### config.mk
export PLATFORM = sky130hd
export DESIGN_NAME = register_serializer_flat
export DESIGN_NICKNAME = d
export VERILOG_FILES = /design/src/rtl/register_serializer_pkg.sv /design/src/rtl/register_serializer_if.sv /design/src/rtl/register_serializer_bit_counter.sv /design/src/rtl/register_serializer.sv /design/src/flat_wrapper.sv
export SDC_FILE = /design/constraint.sdc
export NUM_CORES = 1
export LEC_CHECK = 0
export BUFFER_PORTS_ARGS = -buffer_cell sky130_fd_sc_hd__buf_2
export CORE_ASPECT_RATIO = 1.75
export CORE_MARGIN = 2
export CORE_UTILIZATION = 44
export CTS_CLUSTER_DIAMETER = 80
export DETAILED_ROUTE_END_ITERATION = 8
export PLACE_DENSITY = 0.64
export SLEW_MARGIN = 20
export SYNTH_ARGS = -nofsm -noshare
export SYNTH_HDL_FRONTEND = slang
export SYNTH_SLANG_ARGS = --single-unit
### constraint.sdc
create_clock -name clock -period 2.1 [get_ports clock]
set_input_delay 0.42 -clock clock [delete_from_list [all_inputs] [get_ports clock]]
set_output_delay 0.42 -clock clock [all_outputs]
set_load 0.05 [all_outputs]
### src/rtl/register_serializer_pkg.sv
// Shared constants and types for the register_serializer parallel-to-serial link.
package register_serializer_pkg;

    localparam int unsigned WIDTH_DEF = 16;
    localparam int unsigned CNT_W_DEF = $clog2(WIDTH_DEF);

    typedef enum logic [0:0] {
        IDLE  = 1'b0,
        SHIFT = 1'b1
    } state_e;

endpackage

### src/rtl/register_serializer_if.sv
// Parallel-load / serial-out bus between a word producer and the serializer.
interface register_serializer_if #(
    parameter int unsigned WIDTH = register_serializer_pkg::WIDTH_DEF
) ();

    logic [WIDTH-1:0] in;
    logic             load;
    logic             ready;
    logic             sout;
    logic             svalid;
    logic             slast;

    modport master (
        output in,
        output load,
        input  ready,
        input  sout,
        input  svalid,
        input  slast
    );

    modport slave (
        input  in,
        input  load,
        output ready,
        output sout,
        output svalid,
        output slast
    );

endinterface

### src/rtl/register_serializer_bit_counter.sv
// Bit position counter for one serialized word; term_c flags the final bit.
module bit_counter #(
    parameter int unsigned WIDTH = register_serializer_pkg::WIDTH_DEF,
    parameter int unsigned CNT_W = $clog2(WIDTH)
) (
    input  logic clock,
    input  logic reset,
    input  logic clr,
    input  logic en,
    output logic term_c
);

    logic [CNT_W-1:0] cnt;

    // Clear wins over enable so a back-to-back reload restarts at bit 0.
    always_ff @(posedge clock or posedge reset) begin
        if (reset) begin
            cnt <= '0;
        end else if (clr) begin
            cnt <= '0;
        end else if (en) begin
            cnt <= cnt + CNT_W'(1);
        end
    end

    assign term_c = (cnt == CNT_W'(WIDTH - 1));

endmodule

### src/rtl/register_serializer.sv
// Captures a WIDTH-bit word and shifts it out MSB-first with valid/last strobes.
module register_serializer
    import register_serializer_pkg::*;
#(
    parameter int unsigned WIDTH = WIDTH_DEF
) (
    input  logic                  clock,
    input  logic                  reset,
    register_serializer_if.slave  bus
);

    localparam int unsigned CNT_W    = $clog2(WIDTH);
    localparam logic [0:0]  ST_IDLE  = 1'b0;
    localparam logic [0:0]  ST_SHIFT = 1'b1;

    logic [0:0]       state;
    logic [0:0]       state_d;
    logic [WIDTH-1:0] shreg;
    logic [WIDTH-1:0] shreg_d;
    logic             term_c;
    logic             shifting_c;
    logic             ready_c;
    logic             accept_c;
    logic             cnt_clr_c;

    assign shifting_c = (state == ST_SHIFT);
    assign ready_c    = ~shifting_c | term_c;
    assign accept_c   = bus.load & ready_c;

    // Counter restarts whenever a word ends or the line is idle.
    assign cnt_clr_c = ~shifting_c | term_c;

    bit_counter #(
        .WIDTH (WIDTH),
        .CNT_W (CNT_W)
    ) u_bit_counter (
        .clock  (clock),
        .reset  (reset),
        .clr    (cnt_clr_c),
        .en     (shifting_c),
        .term_c (term_c)
    );

    always_ff @(posedge clock or posedge reset) begin
        if (reset) begin
            state <= ST_IDLE;
            shreg <= '0;
        end else begin
            state <= state_d;
            shreg <= shreg_d;
        end
    end

    // Next-state: load on accept, shift mid-word, clear shreg when falling idle.
    always_comb begin
        state_d = state;
        shreg_d = shreg;
        case (state)
            ST_IDLE: begin
                if (accept_c) begin
                    shreg_d = bus.in;
                    state_d = ST_SHIFT;
                end
            end
            ST_SHIFT: begin
                if (!term_c) begin
                    shreg_d = {shreg[WIDTH-2:0], 1'b0};
                end else if (bus.load) begin
                    shreg_d = bus.in;
                end else begin
                    shreg_d = '0;
                    state_d = ST_IDLE;
                end
            end
            default: begin
                shreg_d = '0;
                state_d = ST_IDLE;
            end
        endcase
    end

    // shreg is held at zero while idle, so its MSB is already 0 there.
    assign bus.ready  = ready_c;
    assign bus.svalid = shifting_c;
    assign bus.sout   = shreg[WIDTH-1];
    assign bus.slast  = shifting_c & term_c;

endmodule

### src/flat_wrapper.sv
// flat-port wrapper written by rule: the top's interface ports become plain ports
module register_serializer_flat import register_serializer_pkg::*;
#(
    parameter int unsigned WIDTH = WIDTH_DEF
)
  (clock, reset, bus_in, bus_load, bus_ready, bus_sout, bus_svalid, bus_slast);
  register_serializer_if #(.WIDTH(WIDTH)) bus_i ();
  input  logic clock;
  input  logic reset;
  input wire logic [$bits(bus_i.in)-1:0] bus_in;
  input wire logic [$bits(bus_i.load)-1:0] bus_load;
  output wire logic [$bits(bus_i.ready)-1:0] bus_ready;
  output wire logic [$bits(bus_i.sout)-1:0] bus_sout;
  output wire logic [$bits(bus_i.svalid)-1:0] bus_svalid;
  output wire logic [$bits(bus_i.slast)-1:0] bus_slast;
  assign bus_i.in = bus_in;
  assign bus_i.load = bus_load;
  assign bus_ready = bus_i.ready;
  assign bus_sout = bus_i.sout;
  assign bus_svalid = bus_i.svalid;
  assign bus_slast = bus_i.slast;
  register_serializer #(.WIDTH(WIDTH)) u_core (.clock(clock), .reset(reset), .bus(bus_i));
endmodule
Yosys cells after proc, flatten, opt, wreduce, memory -nomap -nowiden
Index checks and enable logic that the tools add are counted.
{"block": "totals", "register_bits": 21, "latch_bits": 0, "ram_bits": 0, "rom_bits": 0, "input_bits": 19, "out_inout_bits": 4, "elab_cells": 21, "n_memories": 0}
{"block": "op_classes", "add_sub_neg": 1, "mul": 0, "div_mod_pow": 0, "n_lt_le_gt_ge": 0, "n_eq_ne": 2, "shifts": 0, "mux": 10, "bitwise": 4, "reduce_logical": 1}
{"cell": "two-way mux 16 bit", "n": 3}
{"cell": "case mux 16 bit (2 select lines)", "n": 1}
{"cell": "two-way mux 4 bit", "n": 2}
{"cell": "adder 4 x 1 -> 4 bit, second input constant", "n": 1}
{"cell": "equality test 4 bit, second input constant", "n": 1}
{"cell": "two-way mux 1 bit", "n": 3}
{"cell": "bitwise AND 1 bit", "n": 2}
{"cell": "!= test 2 x 1 -> 1 bit, second input constant", "n": 1}
{"cell": "case mux 1 bit (2 select lines)", "n": 1}
{"cell": "nonzero test 2 bit", "n": 1}
{"cell": "inverter 1 bit", "n": 1}
{"cell": "OR 1 bit", "n": 1}

Longest topological paths before layout
Gate-level depths: netlist of run 1.
{"block": "logic_depth", "depth_word": 5, "mapped_depth": 6, "ltp_nobuf": 5}

Modules after synthesis
From an unflattened synthesis of run 1, not the netlist that was laid out.
{"block": "unflattened", "hier_cells": 96, "area_unflattened_um2": 1118.6}
{"mod": "register_serializer", "n_inst": 1, "cells_each": 78, "area_per_inst_um2": 915.9, "seq_area_each_um2": 425.4}
{"mod": "bit_counter", "n_inst": 1, "cells_each": 18, "area_per_inst_um2": 202.7, "seq_area_each_um2": 100.1}

Least setup slack after synthesis of run 1
Ideal clock, no wire load.
{"block": "synth_path", "path_kind": "flip-flop to output port", "startpoint": "register u_core.state (netlist: u_core.bus.svalid)", "endpoint": "output port bus_slast", "t_arrival_ns": 1.899, "required_ns": 1.680, "setup_slack_ns": -0.219, "stages_incl_launch_ff": 5, "n_path_buf": 2, "cell_sequence": "dfrtp_1 > clkbuf_1 > buf_2 > inv_1 > nor2_1"}
{"block": "synth_via", "elab_chain_len": 1}
{"item": "from (decl)", "line_no": "register_serializer.sv:16", "rtl": "logic [0:0] state;"}
{"item": "from (signal assigned)", "line_no": "register_serializer.sv:49", "rtl": "state <= state_d;"}
{"item": "bitwise AND 1 bit", "line_no": "register_serializer.sv:86", "rtl": "assign bus.slast = shifting_c & term_c;"}
{"item": "to (decl)", "line_no": "flat_wrapper.sv:15", "rtl": "output wire logic [$bits(bus_i.slast)-1:0] bus_slast;"}
No other way between the ends.

Worst setup path in the final report of run 1
{"block": "layout_path", "startpoint": "register u_core.u_bit_counter.cnt[0]", "endpoint": "output port bus_ready"}
{"block": "layout_via", "elab_chain_len": 2}
{"item": "from (decl)", "line_no": "register_serializer_bit_counter.sv:13", "rtl": "logic [CNT_W-1:0] cnt;"}
{"item": "from (signal assigned)", "line_no": "register_serializer_bit_counter.sv:22", "rtl": "cnt <= cnt + CNT_W'(1);"}
{"item": "equality test 4 bit", "line_no": "register_serializer_bit_counter.sv:26", "rtl": "assign term_c = (cnt == CNT_W'(WIDTH - 1));"}
{"item": "OR 1 bit", "line_no": "register_serializer.sv:27", "rtl": "assign ready_c = ~shifting_c | term_c;"}
{"item": "to (decl)", "line_no": "flat_wrapper.sv:12", "rtl": "output wire logic [$bits(bus_i.ready)-1:0] bus_ready;"}
No other way between the ends.

==> results of run 1 <==
-- logic make-up (layout without fill, tap and decap cells) --
| kind of cell | after synthesis | in the layout |
|---|---|---|
| AND/OR/NAND/NOR | 25 | 25 |
| flip-flops | 21 | 21 |
| AO/OA/AOI/OAI | 20 | 20 |
| multiplexers | 15 | 15 |
| buffers and inverters | 11 | 32 |
| adder cells (fa/ha/maj) | 1 | 1 |
| XOR/XNOR | 1 | 1 |
-- per-stage QoR --
step | instances | setup WS [ps] | power (mW) | util (%)
global route | 140 | 44.83 | 1.570 | 53.64
global placement | 135 | 316.0 | 1.195 | 51.20
finish | 140 | 130.4 | 1.479 | 53.64
detailed placement | 135 | 282.0 | 1.210 | 51.20
CTS | 139 | 25.78 | 1.482 | 53.32
floorplan | 94 | 132.1 | 1.112 | -
-- layer usage --
layer  GRT usage (%)  up-vias
met5               0        -
met2           28.30       19
li1                -      391
met4           7.527        0
met3           1.923        2
met1           21.68      396
-- placed cells by master (no fill, tap or decap), types with 2 or more instances in the layout --
master and instances:
a221o_1 10, a221o_2 5, buf_2 21, buf_4 4, clkbuf_8 3, dfrtp_1 21, inv_1 3, mux2i_1 15
nand2_1 2, nor2_1 17
-- report_power, final --
group	leakage [nW]	internal (mW)	switching, mW	total (mW)
logic	0.331	0.268	0.281	0.549
registers	0.272	0.554	0.112	0.666
clock network	0.0255	0.132	0.132	0.264
total	0.629	0.954	0.524	1.48
-- area by class of cell --
| class | instances | area share, % |
|---|---|---|
| multi-input cells | 62 | 39.31 |
| repair buffers | 25 | 10.94 |
| inverters | 3 | 0.9119 |
| flip-flops and latches | 21 | 42.55 |
| well taps | 25 | 2.533 |
| clock buffers | 3 | 3.343 |
| clock inverters | 1 | 0.4053 |
-- flip-flops by register name (all words and copies together), names as in the netlist --
register                  flops
u_core.bus.svalid             1
u_core.shreg                 16
u_core.u_bit_counter.cnt      4
-- worst paths after layout --
kind                       cells past startpoint                           to  slack [ps]                   startpoint
max reg2reg                                    5             u_core.shreg[14]         420  u_core.u_bit_counter.cnt[0]
max                                            5                    bus_ready         130  u_core.u_bit_counter.cnt[0]
max in group asynchronous                      3  u_core.u_bit_counter.cnt[1]        1700                        reset
min                                            3              u_core.shreg[9]         170                        reset
min in group clock                             3              u_core.shreg[0]         400                    bus_in[0]
min reg2reg                                    1  u_core.u_bit_counter.cnt[0]         490  u_core.u_bit_counter.cnt[0]
-- worst max-delay path, delay by kind of cell (launching register included) --
kind                       cells  cell delay (ps)
DFF                            1              390
buffers and inverters          2              280
adders and majority gates      1              260
and+or+nand+nor                2              360
-- what timing repair did --
action | in CTS | in global routing
hold buffers | 0 | 0
pin swaps | 0 | 0
buffers inserted | 0 | 1
setup endpoints to repair | 1 | 1
gates resized for setup | 1 | 0
==> flow_summary.toml, run 1 <==
[status]
run_status = "complete, no violations"

[timing]
worst_hold_margin_ps = 172.8
finalCriticalPeriod_ps = 1970
worst_clock_skew_ps = 10.21
final_hold_viol_count = 0
fmaxAchievable_mhz = 507.7
post-route-period-util_pct = 93.79
max_slew.worst_pin.slew_ps = 506.9
fin_setup_tns_ps = 0
setup_violations = 0
slew_viol_final = 0
timing.slew.headroom_pct = 66.21
setup_repair_after_global_routing_missed_its_margin = "false"

[placement]
io_buffers = 22
routabilityCongestion = 0.7310
sum_of_net_half_perimeters_after_detailed_placement_um = 1493
place_area_um2 = 1179

[synthesis]
synth_largest_area_cell = "dfrtp_1"
syn-num-nets = 114
synth-simple-area-share_pct = 10.93
synth.yosys.seq_area_share_pct = 48.84
synth.most_common_cell = "dfrtp_1"
syn_area_um2 = 1076
yosys_warnings = 0
syn_avg_cell_area_um2 = 11.45
async_reset_ff_share_pct = 100.0
synth-edff-count = 0
cell_variety_after_synth = 23
synth_compound_gate_area_share_pct = 17.56
yosys_register_bits = 21
synth_adder_area_share_pct = 1.163
synth_xor_xnor_area_share_pct = 0.8140
synth_largest_type_area_fraction_pct = 48.84
main_combinational_cell_family_by_area_after_synthesis = "compound AO/OA/AOI/OAI gates"
postSynth.topFlopCell = "dfrtp_1"
synth_area_leaders = "dfrtp_1, mux2i_1, a221o_1"
synth.mux.area_fraction_pct = 13.95
syn-instance-count = 94
synth_common_cells = "dfrtp_1, nor2_1, mux2i_1"

[run]
max_cap_violations = 0

[drt]
detailed_router_iteration_count_before_antenna_repair = 4
route.final.wire_length_um = 2204
highest_routing_layer_actually_used = "met4"
met3_length_um = 81
met2WireLength_um = 1150
route.detailed.vias_per_inst = 5.771
final_antenna_net_count = 0
dr_total_vias = 808
routed_wire_length_per_instance_um = 15.74
initialDrtViolationCount = 18
drt-met1-wl_um = 946
drc_errors = 0

[cells_and_area]
multi_input_comb_area_um2 = 485.5
post_route_cells_drive_above_1_share_pct = 33.91
seqCellArea_um2 = 525.5
design.final.nets = 136
syn2layout_area_growth_pct = 14.77
nFillCells = 210
num_antenna_cells = 0
postLayoutCellArea_um2 = 1235

[worst_setup_path]
crit_path_end_kind = "output port"
worst_path_largest_cell_delay_ps = 390
cpMaxStageDelayCell = "dfrtp_1"
critPathKind = "reg -> out"
timing.critical_path.from_type = "flop"
path_cells = "ha_1 > nand3_2 > and2_4 > inv_1 > buf_4"
critical_path.max_fanout = 5
worst-endpoint-arrival_ps = 1550
critical_path_required_ps = 1680

[die]
starting_utilization_of_the_core_area_pct = 46.74
die_x_um = 41.38
chipHeight_um = 69.42
placementRows = 23
fp.dieArea_um2 = 2873
num_io_pins = 23
floorplan.core_area_um2 = 2302

[clock_tree]
tritoncts = "done"
ctsHtreeMaxLevel = 1
insertion_delay_ps = 260
clock_buffers_created_by_tritoncts = 3
clk_path_buf_depth = 2
numClockSinks = 21
clkTransAtPathRegs_ps = 80
cts_root_buffer = "clkbuf_8"

[grt]
grt_util_all_layers_pct = 17.42
grt_pass1_wl_um = 3594
grt_overflow_total = 0
largest_net_degree_at_the_start_of_global_routing = 22
grt_pass1_vias = 856
initial_antenna_violation_count = 0

[power]
vdd_ir_drop_max_v = 0.0004871
p_per_area_nw_per_um2 = 1197
power_leakage_nw = 0.6288

[worst_hold_path]
hold_class = "in -> async"
No activity file was read; power rests on OpenSTA's default activity.
==> run 2, diff against run 1 <==
Settings changed: ABC_AREA from default to 1, MAX_ROUTING_LAYER from default to met4, PLACE_DENSITY 0.64 to 0.63.
==> run 2 against run 1 <==
Compared with the run above: design area is 5.5% higher; cell count is 43% higher; fmax hardly changed; clock power hardly changed; global-route usage is 0.69 points higher; total power is 6.3% higher; die area is 5.1% higher; synthesized cell count is 61% higher; largest power group unchanged.
==> flow_summary.toml, run 2 <==
[clock_tree]
numClockSinks = 21
ctsHtreeMaxLevel = 1
insertion_delay_ps = 250
cts_hold_repair.buffers = 0
clock_buffers_created_by_tritoncts = 3
postCtsResizedCells = 0
clkTransAtPathRegs_ps = 80
postCtsSetupBuffers = 0
clk_path_buf_depth = 2
tritoncts = "done"
cts_root_buffer = "clkbuf_8"

[drt]
route.final.wire_length_um = 2384
drc_errors = 0
route.detailed.vias_per_inst = 5.180
detailed_router_iteration_count_before_antenna_repair = 4
final_antenna_net_count = 0
routed_wire_length_per_instance_um = 11.92
initialDrtViolationCount = 13
dr_total_vias = 1036

[worst_hold_path]
hold_class = "in -> async"

[placement]
io_buffers = 22
sum_of_net_half_perimeters_after_detailed_placement_um = 1696
routabilityCongestion = 0.7452

[synthesis]
synth_largest_area_cell = "dfrtp_1"
synth_area_leaders = "dfrtp_1, nand2_1, nand3_1"
yosys_warnings = 0
postSynth.topFlopCell = "dfrtp_1"
syn_avg_cell_area_um2 = 7.524
yosys_register_bits = 21
synth_common_cells = "nand2_1, nand3_1, dfrtp_1"
synth.yosys.seq_area_share_pct = 46.26
synth_largest_type_area_fraction_pct = 46.26
synth.most_common_cell = "nand2_1"
synth-edff-count = 0
async_reset_ff_share_pct = 100.0
syn-instance-count = 151
syn-num-nets = 171
syn_area_um2 = 1136
cell_variety_after_synth = 19

[grt]
grt_overflow_total = 0
grt.met1_usage_pct = 21.91
gr-max-usage-layer = "met2"
initial_antenna_violation_count = 0
grt_pass1_vias = 986
grt_util_all_layers_pct = 18.11
met3_usage_pct = 1.511
global_route.usage.met2_pct = 32.31
largest_net_degree_at_the_start_of_global_routing = 23
grt_pass1_wl_um = 4222

[timing]
timing.slew.headroom_pct = 72.22
setup_violations = 0
final_hold_viol_count = 0
fin_setup_tns_ps = 0
finalCriticalPeriod_ps = 1969
setup_repair_after_global_routing_missed_its_margin = "false"
worst_clock_skew_ps = 1.563
slew_viol_final = 0
max_slew.worst_pin.slew_ps = 415.2
post-route-period-util_pct = 93.74
fmaxAchievable_mhz = 508.0

[cells_and_area]
seqCellArea_um2 = 525.5
final_common_cell = "nand2_1"
post_route_cells_drive_above_1_share_pct = 20.69
final_cell_mix = "nand2_1, nand3_1, buf_2"
num_antenna_cells = 0
multi_input_comb_area_um2 = 525.5
syn2layout_area_growth_pct = 14.65
nFillCells = 254
registers.top_by_ff_count = "u_core.shreg"
postLayoutCoreUtil_pct = 52.90
largest_register_ffs = 16
design.final.nets = 195

[run]
max_cap_violations = 0

[die]
fp.dieArea_um2 = 3020
chipHeight_um = 71.22
num_io_pins = 23
placementRows = 24
starting_utilization_of_the_core_area_pct = 46.14
die_x_um = 42.41
floorplan.core_area_um2 = 2462

[power]
totalPowerFinal_mw = 1.571
power_leakage_nw = 0.7287
p_per_area_nw_per_um2 = 1206
vdd_ir_drop_max_v = 0.0006081

[worst_setup_path]
critical_path_required_ps = 1680
timing.critical_path.from_type = "flop"
critical_path.max_fanout = 17
internal_reg_to_reg_setup_slack_ps = 650
critical_path.reg2reg.startpoint = "u_core.u_bit_counter.cnt[0]"
worst-r2r-cell-count = 5
worstReg2RegEnd = "u_core.shreg[13]"
worst-endpoint-arrival_ps = 1550
crit_path_start = "u_core.u_bit_counter.cnt[0]"
crit_path_end_kind = "output port"
critPathKind = "reg -> out"
timing.critical_path.to = "bus_ready"

[status]
run_status = "complete, no violations"
run 2: through the flow:
stage | hold slack [ps] | cell area, um2 | worst slack (ps) | cells
after floorplan | 396.5 | 1136 | 331.6 | 151
after global placement | 441.6 | 1257 | 454.9 | 196
after detailed placement | 468.3 | 1257 | 403.9 | 196
after CTS | 197.4 | 1303 | 128.1 | 200
after global routing | 202.8 | 1303 | 41.89 | 200
final | 181.0 | 1303 | 131.4 | 200
run 2: critical path: stages (launching register included):
cell and delay [ps]:
dfrtp_1 380, ha_1 250, nand3_4 240, nand2_4 160, buf_2 270
run 2: cell type report:
class	instances	area share, %
clock buffer	4	3.458
inverter	13	3.746
multi-input combinational	112	40.35
tap	26	2.498
timing repair buffer	24	9.606
sequential	21	40.35
run 2: layer usage:
layer	up-vias	wire length [um]
met1	484	1016
li1	522	-
met3	2	103
met5	-	0
met4	0	19
met2	28	1246
run 2: how the worst min path moves through the flow:
stage / startpoint / to / slack [ps] / depth (start not counted)
global route: reset / u_core.u_bit_counter.cnt[2] / 200 / 3
floorplan: reset / u_core.bus.svalid / 400 / 1
global placement: u_core.u_bit_counter.cnt[0] / u_core.u_bit_counter.cnt[0] / 440 / 1
detailed placement: reset / u_core.u_bit_counter.cnt[2] / 470 / 3
finish: reset / u_core.u_bit_counter.cnt[2] / 180 / 3
CTS: reset / u_core.u_bit_counter.cnt[0] / 200 / 3
run 2: logic make-up after synthesis:
group	after synthesis	share of synthesized area (%)
xor gates and xnor gates	1	0.7711
DFF	21	46.26
adders and majority gates	1	1.101
and+or+nand+nor	102	39.87
AOI/OAI and AO/OA	8	4.515
buffers and inverters	18	7.489
run 2: power by group:
part	switching (mW)	internal, mW
logic	0.403	0.232
clock network	0.130	0.135
registers	0.107	0.565
==> run 3, diff against run 2 <==
--- a/config.mk
+++ b/config.mk
@@ -10,3 +10,3 @@
 export CORE_ASPECT_RATIO = 1.75
-export CORE_MARGIN = 2
+export CORE_MARGIN = 1
 export CORE_UTILIZATION = 44
@@ -14,2 +14,3 @@
 export DETAILED_ROUTE_END_ITERATION = 8
+export GPL_TIMING_DRIVEN = 0
 export MAX_ROUTING_LAYER = met4
--- a/constraint.sdc
+++ b/constraint.sdc
@@ -3,2 +3,2 @@
 set_output_delay 0.42 -clock clock [all_outputs]
-set_load 0.05 [all_outputs]
+set_load 0.005 [all_outputs]
==> run 3 against run 2 <==
Compared with the run above: global-route usage up 2.7 points; clock skew about the same; first-iteration DRC count rose by 38%; combinational power is 9.0% lower.
==> flow_summary.toml, run 3 (same netlist as run 2, synthesis figures left out) <==
[timing]
finalCriticalPeriod_ps = 1891
setup_violations = 0
timing.slew.headroom_pct = 44.26
max_slew.worst_pin.slew_ps = 835.2
worst_hold_margin_ps = 308.7
post-route-period-util_pct = 90.06
final_hold_viol_count = 0
setup_repair_after_global_routing_missed_its_margin = "false"
slew_viol_final = 0
finalWorstSetupSlack_ps = 208.8
fin_setup_tns_ps = 0
fmaxAchievable_mhz = 528.8
worst_clock_skew_ps = 1.195

[power]
p_switching_uw = 575.8
power.share.sequential_pct = 44.1
power.combinational.fraction_pct = 38.0
p_per_area_nw_per_um2 = 1148
cellInternalPower_uw = 944.3
power_frac_clock_pct = 17.9
power_leakage_nw = 0.7387
switching_share_pct = 37.88
vdd_ir_drop_max_v = 0.0004860
totalPowerFinal_mw = 1.520

[cells_and_area]
num_antenna_cells = 0
post_route_cells_drive_above_1_share_pct = 22.03
syn2layout_area_growth_pct = 16.52
seqCellArea_um2 = 525.5
nFillCells = 248
final_cell_mix = "nand2_1, nand3_1, buf_2"
postLayoutCoreUtil_pct = 53.76
final_common_cell = "nand2_1"
registers.top_by_ff_count = "u_core.shreg"
postLayoutCellArea_um2 = 1324
design.final.nets = 198
multi_input_comb_area_um2 = 525.5
instances_no_fill = 203
largest_register_ffs = 16

[grt]
grt_util_all_layers_pct = 20.82
initial_antenna_violation_count = 0
largest_net_degree_at_the_start_of_global_routing = 22
grt_overflow_total = 0
grt_pass1_vias = 1015
grt_pass1_wl_um = 4029

[placement]
routabilityCongestion = 0.6887
io_buffers = 22
placed_cells_incl_taps = 199
sum_of_net_half_perimeters_after_detailed_placement_um = 1810
place_area_um2 = 1279
post-place-ws_ps = 489.8

[clock_tree]
postCtsResizedCells = 0
cts_hold_repair.buffers = 0
clkTransAtPathRegs_ps = 80
postCtsSetupBuffers = 0
clk_path_buf_depth = 2
numClockSinks = 21
clock_buffers_created_by_tritoncts = 3
cts_root_buffer = "clkbuf_8"
ctsHtreeMaxLevel = 1
tritoncts = "done"
insertion_delay_ps = 260

[die]
die_x_um = 40.41
placementRows = 24
fp.dieArea_um2 = 2797
num_io_pins = 23
chipHeight_um = 69.22
starting_utilization_of_the_core_area_pct = 46.14
floorplan.core_area_um2 = 2462

[worst_setup_path]
critical_path_required_ps = 1680
internal_reg_to_reg_setup_slack_ps = 750
worst-endpoint-arrival_ps = 1470
critical_path.max_fanout = 10
timing.critical_path.from_type = "flop"
crit_path_end_kind = "output port"
critPathKind = "reg -> out"

[drt]
detailed_router_iteration_count_before_antenna_repair = 4
dr_total_vias = 1060
initialDrtViolationCount = 18
final_antenna_net_count = 0
routed_wire_length_per_instance_um = 12.42
route.detailed.vias_per_inst = 5.222
route.final.wire_length_um = 2521
drc_errors = 0

[status]
run_status = "complete, no violations"

[run]
max_cap_violations = 0

[worst_hold_path]
hold_class = "in -> async"
[run 3: layout make-up]
cell class	instances	area share, %
buffer	5	2.741
clock buffer	4	3.403
inverter	13	3.686
multi-input combinational	112	39.70
sequential	21	39.70
tap	26	2.457
timing repair buffer	22	8.318
[run 3: critical path, cell delays in order, from the launching register on]
cell     delay, ps
dfrtp_1        410
ha_1           260
nand3_4        160
buf_6          170
nand2_4         80
buf_2          130
[run 3: worst paths after layout]
path | startpoint | end | cells past startpoint
max | u_core.u_bit_counter.cnt[0] | bus_ready | 5
min in group clock | bus_in[7] | u_core.shreg[7] | 3
max in group asynchronous | reset | u_core.shreg[5] | 2
min | reset | u_core.shreg[9] | 2
max reg2reg | u_core.u_bit_counter.cnt[0] | u_core.shreg[5] | 7
min reg2reg | u_core.u_bit_counter.cnt[0] | u_core.u_bit_counter.cnt[0] | 1
[run 3: power by group through the flow]
stage          sequential, mW  clock, mW  combinational (mW)
2_1_floorplan           0.655          0               0.450
3_3_place_gp            0.669          0               0.560
3_5_place_dp            0.677          0               0.587
4_1_cts                 0.669      0.277               0.589
5_1_grt                 0.691      0.292               0.661
6_report                0.670      0.272               0.578
[run 3: layer usage]
metal  vias to the layer above  global-route usage, %  part of all wire (%)
met5                         -                      -                     0
met4                         0                  8.889                   1.9
met3                         5                  2.244                   4.2
met2                        33                  35.45                    52
met1                       495                  22.37                    42
li1                        527                      -                     -
